### config.mk
export PLATFORM = sky130hd
export DESIGN_NAME = uart_rx_fifo
export DESIGN_NICKNAME = d
export VERILOG_FILES = /design/src/rtl/uart_pkg.sv /design/src/rtl/sync_fifo.sv /design/src/rtl/uart_rx_fifo.sv
export SDC_FILE = /design/constraint.sdc
export NUM_CORES = 1
export LEC_CHECK = 0
export CAP_MARGIN = 20
export CORE_MARGIN = 2
export CORE_UTILIZATION = 41
export CTS_CLUSTER_DIAMETER = 40
export DETAILED_ROUTE_END_ITERATION = 16
export SETUP_SLACK_MARGIN = 0.2
export SYNTH_ARGS = -nofsm -noshare
export SYNTH_HDL_FRONTEND = slang
export SYNTH_SLANG_ARGS = --single-unit
### constraint.sdc
create_clock -name clk -period 3.4 [get_ports clk]
set_clock_uncertainty 0.05 [all_clocks]
set_input_delay 0.34 -clock clk [delete_from_list [all_inputs] [get_ports clk]]
set_output_delay 0.34 -clock clk [all_outputs]
set_load 0.1 [all_outputs]
### src/rtl/uart_pkg.sv
// Shared types and constants for the UART receive path.
// Receive entry layout, FIFO depth and FCR trigger-level thresholds.
package uart_pkg;

  localparam int FIFO_DEPTH = 16;

  typedef struct packed {
    logic       fe;
    logic       pe;
    logic [7:0] data;
  } rx_entry_t;

  // FCR[7:6] encodes 1, 4, 8 or 14 entries.
  localparam logic [3:0][4:0] TRIG_LVL = {5'd14, 5'd8, 5'd4, 5'd1};

  function automatic logic [4:0] trig_thresh(input logic [1:0] lvl);
    return TRIG_LVL[lvl];
  endfunction

endpackage

### src/rtl/sync_fifo.sv
// Generic single-clock FIFO with a combinational head and an occupancy count.
// A pop frees its slot in the same cycle, so push is accepted when full if pop is set too.
module sync_fifo #(
  parameter int WIDTH = 8,
  parameter int DEPTH = 16,
  localparam int AW = $clog2(DEPTH)
) (
  input  logic             clk,
  input  logic             rst,
  input  logic             clr,
  input  logic             push,
  input  logic             pop,
  input  logic [WIDTH-1:0] din,
  output logic [WIDTH-1:0] dout,
  output logic             full,
  output logic             empty,
  output logic [AW:0]      count
);

  logic [WIDTH-1:0] mem [DEPTH];
  logic [AW-1:0]    wptr, rptr;
  logic             do_push, do_pop;

  assign empty   = (count == '0);
  assign full    = (count == (AW+1)'(DEPTH));
  assign do_pop  = pop & ~empty;
  assign do_push = push & (~full | do_pop);
  assign dout    = mem[rptr];

  always_ff @(posedge clk) begin
    if (rst || clr) begin
      wptr  <= '0;
      rptr  <= '0;
      count <= '0;
    end else begin
      if (do_push) wptr <= wptr + AW'(1);
      if (do_pop)  rptr <= rptr + AW'(1);
      case ({do_push, do_pop})
        2'b10:   count <= count + (AW+1)'(1);
        2'b01:   count <= count - (AW+1)'(1);
        default: ;
      endcase
    end
  end

  // Storage needs no reset; the head is qualified by empty downstream.
  always_ff @(posedge clk) begin
    if (do_push && !clr && !rst) mem[wptr] <= din;
  end

endmodule

### src/rtl/uart_rx_fifo.sv
// 16550 receive buffer: FIFO or single holding register, with LSR receive bits,
// trigger-level status and character-timeout status for the interrupt logic.
import uart_pkg::*;

module uart_rx_fifo #(
  parameter int DEPTH         = FIFO_DEPTH,
  parameter int TIMEOUT_TICKS = 640,
  localparam int CW = $clog2(DEPTH) + 1
) (
  input  logic          clk,
  input  logic          rst,
  input  logic          wr_valid,
  input  logic [7:0]    wr_data,
  input  logic          wr_pe,
  input  logic          wr_fe,
  input  logic          rd_en,
  input  logic          lsr_rd,
  input  logic          fifo_en,
  input  logic          fifo_clr,
  input  logic [1:0]    trig_level,
  input  logic          baud_tick,
  output logic [7:0]    rd_data,
  output logic          rd_pe,
  output logic          rd_fe,
  output logic          data_avail,
  output logic          overrun,
  output logic          err_in_fifo,
  output logic [CW-1:0] count,
  output logic          trig_hit,
  output logic          char_timeout
);

  localparam logic [9:0] TO_MAX = 10'(TIMEOUT_TICKS);

  logic          fen_q, flush;
  logic          f_full, f_empty;
  logic          wr_ok, rd_ok, at_cap, push, pop, ovr_evt, push_err, pop_err;
  logic [CW-1:0] f_cnt, err_cnt;
  logic [9:0]    to_cnt;
  rx_entry_t     wentry, head;

  // Any FCR[0] transition empties the buffer, same as an explicit clear.
  assign flush  = fifo_clr | (fifo_en ^ fen_q);
  assign wentry = '{fe: wr_fe, pe: wr_pe, data: wr_data};

  // Non-FIFO mode is the same storage capped at one entry.
  assign at_cap  = fifo_en ? f_full : ~f_empty;
  assign wr_ok   = wr_valid & ~flush;
  assign rd_ok   = rd_en & ~f_empty & ~flush;
  assign ovr_evt = wr_ok & at_cap & ~rd_ok;
  assign push    = wr_ok & (~at_cap | rd_ok | ~fifo_en);
  // A holding-register overwrite is a pop of the stale character plus a push.
  assign pop     = rd_ok | (wr_ok & ~fifo_en & at_cap);

  assign push_err = push & (wr_pe | wr_fe);
  assign pop_err  = pop & (head.pe | head.fe);

  sync_fifo #(.WIDTH($bits(rx_entry_t)), .DEPTH(DEPTH)) u_fifo (
    .clk   (clk),
    .rst   (rst),
    .clr   (flush),
    .push  (push),
    .pop   (pop),
    .din   (wentry),
    .dout  (head),
    .full  (f_full),
    .empty (f_empty),
    .count (f_cnt)
  );

  always_ff @(posedge clk) begin
    if (rst) begin
      fen_q   <= 1'b0;
      overrun <= 1'b0;
    end else begin
      fen_q   <= fifo_en;
      overrun <= ovr_evt | (overrun & ~lsr_rd);
    end
  end

  always_ff @(posedge clk) begin
    if (rst || flush) begin
      err_cnt <= '0;
    end else begin
      case ({push_err, pop_err})
        2'b10:   err_cnt <= err_cnt + CW'(1);
        2'b01:   err_cnt <= err_cnt - CW'(1);
        default: ;
      endcase
    end
  end

  // Idle timer counts baud ticks only while data sits untouched.
  always_ff @(posedge clk) begin
    if (rst || flush || wr_valid || rd_en || f_empty) begin
      to_cnt <= '0;
    end else if (baud_tick && to_cnt != TO_MAX) begin
      to_cnt <= to_cnt + 10'd1;
    end
  end

  assign rd_data      = f_empty ? 8'h00 : head.data;
  assign rd_pe        = ~f_empty & head.pe;
  assign rd_fe        = ~f_empty & head.fe;
  assign data_avail   = ~f_empty;
  assign count        = f_cnt;
  assign err_in_fifo  = (err_cnt != '0);
  assign trig_hit     = fifo_en & (f_cnt >= CW'(trig_thresh(trig_level)));
  assign char_timeout = fifo_en & ~f_empty & (to_cnt == TO_MAX);

endmodule

==> load_flow_metrics.sql <==
INSERT INTO impl_metrics (metric_group, metric, value, unit) VALUES
('outcome', 'status', 'completed', ''),
('yosys', 'postSynthAreaPerCell', '16.9', 'um2'),
('power', 'p_int', '0.00371', 'W'),
('setup_path', 'rr_worst_depth', '13', ''),
('place', 'placedInstanceArea', '9090', 'um2'),
('routing', 'detailroute.wirelength.met2', '8180', 'um'),
('yosys', 'synth-compound-area-share', '2.20', '%'),
('sta', 'finalCritPeriodShare', '91.0', '%'),
('finish', 'area_growth', '21.4', '%'),
('setup_path', 'crit_buf_inv', '2', ''),
('place', 'port_buffers', '39', ''),
('routing', 'drc_marker_count_from_the_first_detailed_route_iteration', '247', ''),
('yosys', 'post_synth_num_cell_types', '45', ''),
('routing', 'drc_errors', '0', ''),
('yosys', 'synth_sequential_area_ratio', '67.9', '%'),
('yosys', 'synthAdderAreaFrac', '3.44', '%'),
('power', 'total_leakage_power', '3.25', 'nW'),
('finish', 'layout_common_cells', 'sky130_fd_sc_hd__edfxtp_1, sky130_fd_sc_hd__nor2_1, sky130_fd_sc_hd__mux4_2', ''),
('setup_path', 'crit_fanout', '6', ''),
('power', 'power.clock.fraction', '41.7', '%'),
('sta', 'unrepaired_setup_endpoints_after_global_routing', 'false', ''),
('clock_network', 'clock_sink_count', '194', ''),
('routing', 'via_cell_ratio', '5.17', ''),
('sta', 'setup_viol', '0', ''),
('sta', 'fmax', '323', 'MHz'),
('setup_path', 'critical_path.most_common_cell', 'sky130_fd_sc_hd__nand3_2', ''),
('yosys', 'number_of_storage_elements_in_the_synthesis_netlist', '194', ''),
('routing', 'top_signal_layer_used', 'met4', ''),
('sta', 'final_critical_path_setup_slack', '0.305', 'ns'),
('sta', 'final-hold-violation-count', '0', ''),
('clock_network', 'cts_max_level', '4', ''),
('power', 'power.combinational.fraction', '2.8', '%'),
('yosys', 'synth-edff-count', '160', ''),
('setup_path', 'timing.critical_path.from_type', 'register', ''),
('routing', 'wirelength_met1', '6950', 'um'),
('routing', 'ant_nets', '0', ''),
('clock_network', 'cts-root-to-sink-buffers', '2', ''),
('min_path', 'holdPathEnd', 'u_fifo.wptr[1]', ''),
('power', 'switching_share', '19.9', '%'),
('finish', 'layout_commonest_cell', 'sky130_fd_sc_hd__edfxtp_1', ''),
('global_route', 'number_of_antenna_violations_at_the_first_check_in_global_routing', '0', ''),
('routing', 'wl_met3', '783', 'um'),
('setup_path', 'timing.rr.end', 'err_cnt[4]', ''),
('setup_path', 'cp-end-kind', 'register', ''),
('power', 'pwr_density_cell', '472', 'nW/um2'),
('yosys', 'synthMuxAreaShare', '14.0', '%'),
('routing', 'route.vias.total', '4320', ''),
('power', 'p_sw', '0.000922', 'W'),
('sta', 'maxSlewViolCount', '0', ''),
('setup_path', 'critical_path_arrival', '3.40', 'ns'),
('min_path', 'holdCritStartpoint', 'u_fifo.wptr[1]', ''),
('sta', 'finalWorstPathRequiredPeriod', '3.10', 'ns'),
('yosys', 'synth_ff_type', 'sky130_fd_sc_hd__edfxtp_1', ''),
('place', 'place.detailed.hpwl', '10500', 'um'),
('global_route', 'pin_count_of_the_biggest_net_entering_global_routing', '27', ''),
('setup_path', 'worstPathCellList', 'buf_6 -> buf_4 -> mux4_2 -> nand3_2 -> nand3_2 -> o21a_1 -> ha_4 -> fa_2 -> a21o_1 -> a21oi_2 -> xor2_1 -> or3_1 -> a21oi_1', ''),
('place', 'pre_cts_ws', '-0.0214', 'ns'),
('clock_network', 'num_cts_buffers', '17', ''),
('yosys', 'synth.cell_area', '8070', 'um2'),
('yosys', 'post_synth_and_or_nand_nor_area_fraction', '7.77', '%'),
('routing', 'post_drt_wl_per_cell', '19.5', 'um'),
('finish', 'design.final.nets', '598', ''),
('floorplan', 'start_util', '41.6', '%'),
('setup_path', 'crit_path_depth', '13', ''),
('setup_path', 'worst_path_dominant_cell_family', 'compound AO/OA/AOI/OAI gates', ''),
('global_route', 'vias_in_the_first_global_route', '4512', ''),
('global_route', 'global_routing_usage_summed_across_all_routing_layers', '16.9', '%'),
('flow_run', 'timing.max_cap.violations', '0', ''),
('power', 'irDropWorstVdd', '0.335', 'mV'),
('clock_network', 'cts_hold_repair.buffers', '0', ''),
('setup_path', 'worstPathRequired', '3.70', 'ns');
[flip-flops by register name, indices dropped and copies added, names as in the netlist, named ones only]
signal,flops
u_fifo.mem,160
err_cnt,5
overrun,1
u_fifo.count,5
u_fifo.wptr,4
to_cnt,10
u_fifo.rptr,4
fen_q,1
[area by class of cell]
cell class	count	area [um2]
clock inverter	12	129
fill	1656	9600
timing repair buffer	82	842
inverter	16	60.1
multi-input combinational	246	2510
clock buffer	20	437
tap	265	332
sequential	194	5500
[what timing repair did]
item / 4_1_cts / 5_1_grt
setup buffers: 5 / 2
pin swaps: 0 / 3
endpoints found under the setup margin: 7 / 7
resized for setup: 6 / 12
[kinds of logic after synthesis]
| family | after synthesis |
|---|---|
| flops | 194 |
| simple gates | 121 |
| compound gates | 30 |
| xor+xnor | 22 |
| mux | 52 |
| fa+ha+maj | 21 |
| buf+inv | 37 |
[routing by layer]
| metal | vias to the layer above | track usage (%) |
|---|---|---|
| met5 | - | 0 |
| met4 | 0 | 5.77 |
| met2 | 110 | 28.3 |
| met3 | 17 | 4.24 |
| met1 | 2195 | 21.6 |
| li1 | 1998 | - |
[power groups by stage]
| stage | Combinational (W) | Clock [W] | Sequential [W] |
|---|---|---|---|
| floorplan | 0.0000513 | 0 | 0.00263 |
| global placement | 0.000123 | 0 | 0.00262 |
| detailed placement | 0.000127 | 0 | 0.00263 |
| CTS | 0.000128 | 0.00198 | 0.00257 |
| global route | 0.000139 | 0.00206 | 0.00257 |
| finish | 0.000128 | 0.00193 | 0.00257 |
[worst max-delay path by stage]
stage,start,to,slack [ns]
floorplan,u_fifo.count[1],rd_fe,0.03
global placement,fifo_en,u_fifo.count[4],0.1
detailed placement,fifo_en,err_cnt[4],-0.02
CTS,register,err_cnt[4],0.20
global route,register,err_cnt[4],0.19
finish,register,err_cnt[4],0.30
[tightest hold or removal path: stages (launching register included)]
cell,delay [ns]
sky130_fd_sc_hd__dfxtp_1,0.35
sky130_fd_sc_hd__nand2_1,0.07
sky130_fd_sc_hd__a21oi_1,0.05
[cell usage after synthesis (3+ instances only)]
cell / number / area (um2)
sky130_fd_sc_hd__a21o_1: 3 / 22.5
sky130_fd_sc_hd__a21oi_1: 13 / 65.1
sky130_fd_sc_hd__a31oi_1: 3 / 18.8
sky130_fd_sc_hd__and3_1: 6 / 37.5
sky130_fd_sc_hd__buf_2: 6 / 30.0
sky130_fd_sc_hd__buf_6: 5 / 56.3
sky130_fd_sc_hd__clkbuf_1: 8 / 30.0
sky130_fd_sc_hd__dfxtp_1: 34 / 681
sky130_fd_sc_hd__edfxtp_1: 160 / 4800
sky130_fd_sc_hd__ha_1: 19 / 238
sky130_fd_sc_hd__inv_1: 14 / 52.6
sky130_fd_sc_hd__mux2i_1: 4 / 40.0
sky130_fd_sc_hd__mux4_2: 46 / 1040
sky130_fd_sc_hd__nand2_1: 12 / 45.0
sky130_fd_sc_hd__nand2b_1: 3 / 18.8
sky130_fd_sc_hd__nand3_1: 9 / 45.0
sky130_fd_sc_hd__nand3b_1: 4 / 30.0
sky130_fd_sc_hd__nand4_1: 3 / 18.8
sky130_fd_sc_hd__nor2_1: 47 / 176
sky130_fd_sc_hd__nor2b_1: 13 / 81.3
sky130_fd_sc_hd__nor3_1: 8 / 40.0
sky130_fd_sc_hd__o21ai_1: 4 / 20.0
sky130_fd_sc_hd__xnor2_1: 9 / 78.8
sky130_fd_sc_hd__xor2_1: 13 / 114
[metrics by stage]
step           hold slack, ns  TNS (ns)  power [W]  instances
3_5_place_dp            0.449   -0.0253    0.00275        796
3_3_place_gp            0.427         0    0.00275        796
6_report                0.465         0    0.00463        835
5_1_grt                 0.479         0    0.00477        835
4_1_cts                 0.459         0    0.00468        833
2_1_floorplan           0.362         0    0.00268        477
(Power assumes the default switching activity.)
